==> src/rtl/fetch_redirect_ctrl.sv <==
// fetch_redirect_ctrl: fetch-side PC sequencer.
// Issues fetch addresses under a req/ready handshake. It honours MIPS delay
// slots, so the slot at branch_pc+4 is always fetched before the target.
// It also applies exception redirects and marks accepted wrong-path fetches
// with if_flush.
module fetch_redirect_ctrl #(
    parameter logic [31:0] RESET_PC = 32'hbfc0_0000
) (
    input  logic        clk,
    input  logic        resetn,
    input  logic        stall,
    input  logic        br_valid,
    input  logic        br_taken,
    input  logic [31:0] br_target,
    input  logic        br_ds_fetched,
    input  logic        exc_valid,
    input  logic [31:0] exc_target,
    output logic        if_req,
    output logic [31:0] if_pc,
    input  logic        if_ready,
    output logic        if_flush,
    output logic        redirect_busy
);

    // SEQ: sequential fetch.
    // DS_WAIT: target latched, delay slot not yet accepted.
    // TGT_PEND: target latched, a wrong-path request is still in flight.
    typedef enum logic [1:0] {
        SEQ      = 2'd0,
        DS_WAIT  = 2'd1,
        TGT_PEND = 2'd2
    } state_t;

    state_t      state_q, state_d;
    logic [31:0] pc_q, pc_d;
    logic [31:0] tgt_q, tgt_d;
    logic        hold_q, hold_d;
    logic        run_q, run_d;

    logic accept;
    logic outstanding;
    logic br_redirect;

    // A raised request is held until accepted; stall only blocks new ones.
    assign if_req        = run_q & (hold_q | ~stall);
    assign accept        = if_req & if_ready;
    assign outstanding   = if_req & ~if_ready;
    assign if_pc         = pc_q;
    assign redirect_busy = (state_q != SEQ);
    assign br_redirect   = br_valid & br_taken;

    // Next-state, next-PC and flush decode; exceptions override branches.
    always_comb begin
        state_d  = state_q;
        pc_d     = pc_q;
        tgt_d    = tgt_q;
        hold_d   = outstanding;
        run_d    = 1'b1;
        if_flush = 1'b0;

        if (exc_valid) begin
            if (outstanding) begin
                // Unaccepted request cannot be retargeted; let it go and flush it.
                tgt_d   = exc_target;
                state_d = TGT_PEND;
            end else begin
                pc_d     = exc_target;
                state_d  = SEQ;
                if_flush = accept;
            end
        end else begin
            unique case (state_q)
                SEQ: begin
                    if (br_redirect) begin
                        if (br_ds_fetched) begin
                            // Slot already in hand: anything accepted now is wrong-path.
                            if (accept) begin
                                pc_d     = br_target;
                                if_flush = 1'b1;
                            end else if (outstanding) begin
                                tgt_d   = br_target;
                                state_d = TGT_PEND;
                            end else begin
                                pc_d = br_target;
                            end
                        end else begin
                            // The fetch accepted this cycle is the delay slot itself.
                            if (accept) begin
                                pc_d = br_target;
                            end else begin
                                tgt_d   = br_target;
                                state_d = DS_WAIT;
                            end
                        end
                    end else if (accept) begin
                        pc_d = pc_q + 32'd4;
                    end
                end
                DS_WAIT: begin
                    if (accept) begin
                        pc_d    = tgt_q;
                        state_d = SEQ;
                    end
                end
                TGT_PEND: begin
                    if (accept) begin
                        if_flush = 1'b1;
                        pc_d     = tgt_q;
                        state_d  = SEQ;
                    end
                end
                default: state_d = SEQ;
            endcase
        end
    end

    // State registers; reset discards any redirect in progress.
    always_ff @(posedge clk or negedge resetn) begin
        if (!resetn) begin
            state_q <= SEQ;
            pc_q    <= RESET_PC;
            tgt_q   <= 32'd0;
            hold_q  <= 1'b0;
            run_q   <= 1'b0;
        end else begin
            state_q <= state_d;
            pc_q    <= pc_d;
            tgt_q   <= tgt_d;
            hold_q  <= hold_d;
            run_q   <= run_d;
        end
    end

endmodule

==> config.mk <==
export PLATFORM = sky130hd
export DESIGN_NAME = fetch_redirect_ctrl
export DESIGN_NICKNAME = d
export VERILOG_FILES = /design/src/rtl/fetch_redirect_ctrl.sv
export SDC_FILE = /design/constraint.sdc
export NUM_CORES = 1
export LEC_CHECK = 0
export ABC_CLOCK_PERIOD_IN_PS = 3750
export BUFFER_PORTS_ARGS = -buffer_cell sky130_fd_sc_hd__buf_2
export CAP_MARGIN = 20
export CORE_ASPECT_RATIO = 1.25
export CORE_MARGIN = 2
export CORE_UTILIZATION = 58
export DETAILED_ROUTE_END_ITERATION = 8
export HOLD_SLACK_MARGIN = 0.03
export PLACE_DENSITY = 0.89
export SLEW_MARGIN = 20
export SYNTH_ARGS = -nofsm -noshare
export SYNTH_HDL_FRONTEND = slang
export SYNTH_SLANG_ARGS = --single-unit
==> constraint.sdc <==
create_clock -name clk -period 3.75 [get_ports clk]
set_input_delay 0.1875 -clock clk [delete_from_list [all_inputs] [get_ports clk]]
set_output_delay 0.1875 -clock clk [all_outputs]
set_load 0.01 [all_outputs]
==> impl_results.md <==
- Outcome: finished, final reports clean
- Std cell rows: 35
- Starting DRC count in detailed routing: approximately 550
- Syn_area_per_cell: approximately 8.5 sq um
- Post-Synthesis Cell Area: between 0.004 and 0.005 sq mm
- CP Buf/Inv Count: 3
- Top Family by Delay on Critical Path: simple AND/OR/NAND/NOR gates
- Number of synthesized flops with an enable pin: 0
- Most frequent cells in the layout: buf_2, o21ai_0, dfrtp_1, nand2_1, nor2_1
- Number of port buffers: approximately 110
- Total global routing overflow: 0
- Final period utilization: approximately 76%
- Slew Limit Fails: 0
- Multi-input gate area: 0.002425 sq mm
- Vias: between 4k and 5k
- Max Clock Skew: 0.01013 ns
- Critical path's most frequent cell: buf_4
- Commonest non-fill, non-tap cell in the layout: buf_2
- Async set-reset flop share out of synthesis: 100.0%
- Post-Syn Instances: 512
- Die Wd: around 81 microns
- Yosys cell types: between 50 and 60
- Global-route wire length before repair: between 20 and 25 mm
- Clock Root Buffer: clkbuf_8
- Setup TNS: 0 ns
- Vias in the first global route: approximately 4.4k
- Synth Flop Type: dfrtp_1
- Initial antenna violation count: 0
- Initial core utilization: between 50% and 60%
- Slowest CP cell: or2_2
- Clk_lat worst skew: roughly 0.35 ns
- Finished Layout Cells: ~700
- Power Dens Cells: 464.0 mW/mm^2
- FILL cells: a little under 600
- WL/cell: 18.80 microns
- Clock network power share: between 20% and 30%
- CORE AREA: roughly 0.0073 sq mm
- Maximum number of pins on one net before global-route repair: between 60 and 70
- Worst EP required: 3.98 ns
- Placer Congestion: slightly below 0.9
- Final critical-path required period: 2.836 ns
- Sequential share of the synthesized area: between 30 and 40%
- Tightest Pin Transition: 0.9290 ns
- Hold WC Path Type: primary input to register
- Comb pwr share: between 20% and 30%
- Post-DRT Antenna Nets: 0
- Switch Pwr: 0.8674 mW
- Internal power: 1.516 mW
- Synth Register Bits: 68
- Switching share of power: 36.40%
- Kind of critical path: register to register
- Routed Wire Length: approximately 13 mm
- Yosys top cell area share: roughly a third
- Maximum operating frequency: 352.7 MHz
- Overall Global Routing Usage: between 30% and 40%
- Metal1 wirelength: slightly above 5 mm
- Clk buf depth: 2
- Vias per inst: approximately 6.7
- P_leak: approximately 2.3 nW
- CTS Sinks: between 60 and 70
- Post-synthesis net count: ~590
- Wire length on met3: ~1.3 mm
- H-Tree Depth: 3
- DR pass1 iterations: 6
- Highest metal used: met4
- Max-Cap Viols: 0
- CP Launch Type: register
- Ant diodes: 0
- TritonCTS clock tree: yes
- HPWL after DPL: 9.089 mm
- Final Hold Vio Count: 0
- RSZ-0062 raised after global routing: false
- # placed instances: 678
- Leading area contributor after synthesis: dfrtp_1
- Die area: 0.008202 sq mm
- Relative slew margins: between 30% and 40%
- Dominant cells by area after synthesis: dfrtp_1, o21ai_0, dfstp_2
- Die Y: about 100 microns
- Worst Path Max Fanout: 24
- Worst EP arrival: 3.06 ns
- Worst vdd ir: 0.2352 mV
- Residual DRC: 0
- # Post-CTS Setup Buffers: 0
- Crit. End Element: register
- Ports: 107
- Final nets: between 600 and 700
- P&R area growth vs syn: 18.23%
- FF+latch area: 0.001713 sq mm
- Crit-path max cell delay: between 0.4 and 0.5 ns
- Cell Chain, Critical Path: inv_1, ha_1, buf_4, nand4b_1, a32oi_1, nor2_2, buf_4, or2_2, o32a_2
- Layout cell share with drive strength beyond 1: a little over a quarter
- Metal2 WL: 6.384 mm
- TritonCTS buffer count: 9
- Part of the power in registers: 46.5%
- Finish-stage setup viols: 0
- Yosys Warn Count: 0
- Clk pin slew, worst setup/hold paths: around 0.080 ns
-- worst reg2reg max path: cells and delay by family, from the launching register on --
family / cells / cell delay, ns
buf+inv: 3 / 0.53
simple gates: 3 / 0.88
flops: 1 / 0.35
fa+ha+maj: 1 / 0.31
compound gates: 2 / 0.66
-- registers in the layout, summed over array words and instances (netlist names) --
register	cells
hold_q	1
if_pc	32
tgt_q	32
state_q	2
run_q	1
-- metal layers --
layer	vias to the layer above	track usage, %
li1	2118	-
met1	2244	45.11
met2	291	49.94
met3	35	5.824
met4	0	14.86
met5	-	0
-- path summary, 6_finish.rpt --
path	depth (start not counted)	end	slack, ns	start
worst min-delay path	3	tgt_q[7]$_DFFE_PN0P_	0.14	br_target[7]
max in group asynchronous	3	if_pc[24]$_DFFE_PN1P_	2.58	resetn
min in group asynchronous	2	tgt_q[28]$_DFFE_PN0P_	0.37	resetn
worst max register to register	9	if_pc[21]$_DFFE_PN0P_	0.91	state_q[0]$_DFFE_PN0P_
worst max-delay path	9	if_pc[21]$_DFFE_PN0P_	0.91	state_q[0]$_DFFE_PN0P_
worst min register to register	2	tgt_q[4]$_DFFE_PN0P_	0.48	tgt_q[4]$_DFFE_PN0P_
-- power groups by stage --
stage	Sequential, mW	Combinational [mW]	Clock (mW)
2_1_floorplan	1.09	0.378	0
3_3_place_gp	1.10	0.620	0
3_5_place_dp	1.11	0.645	0
4_1_cts	1.10	0.649	0.623
5_1_grt	1.13	0.728	0.656
6_report	1.11	0.654	0.621
-- cell families after synthesis --
logic type | count (synthesis) | share of synthesized area [%]
fa+ha+maj | 3 | 0.8641
other cells | 1 | 0.08632
compound gates | 215 | 33.24
buf+inv | 56 | 5.040
flops | 68 | 39.43
mux | 21 | 4.925
simple gates | 148 | 16.42
-- cell type report --
| class | instances | area share [%] |
|---|---|---|
| timing repair buffer | 120 | 12.47 |
| tap | 92 | 2.241 |
| clock inverter | 6 | 1.242 |
| multi-input combinational | 388 | 47.21 |
| sequential | 68 | 33.35 |
| clock buffer | 10 | 2.680 |
| inverter | 11 | 0.8039 |
-- cell usage after synthesis, types with 12 or more instances --
| cell type | number |
|---|---|
| mux2i_1 | 18 |
| a21boi_0 | 16 |
| dfrtp_1 | 59 |
| o21ai_0 | 75 |
| clkbuf_1 | 35 |
| nand4_1 | 12 |
| o31ai_1 | 21 |
| nor2_1 | 34 |
| a22oi_1 | 24 |
| a31oi_1 | 12 |
| nand2_1 | 57 |
-- through the flow --
stage / setup WS, ns / hold WS (ns) / power, mW / instance area [sq um] / utilization (%)
4_1_cts: 0.9823 / 0.04111 / 2.369 / 5124 / 70.06
3_3_place_gp: 1.066 / 0.4147 / 1.719 / 4922 / 67.31
5_1_grt: 0.7511 / 0.1674 / 2.510 / 5136 / 70.23
6_report: 0.9144 / 0.1446 / 2.383 / 5136 / 70.23
2_1_floorplan: 1.607 / -0.1081 / 1.472 / 4344 / -
3_5_place_dp: 0.9921 / 0.4169 / 1.754 / 4922 / 67.31
-- timing repair --
item | in CTS | in global routing
hold buffers | 0 | 1
resized for setup | 0 | 0
endpoints found under the hold margin | 0 | 41
Note: power is estimated with default switching activity, not from simulation.
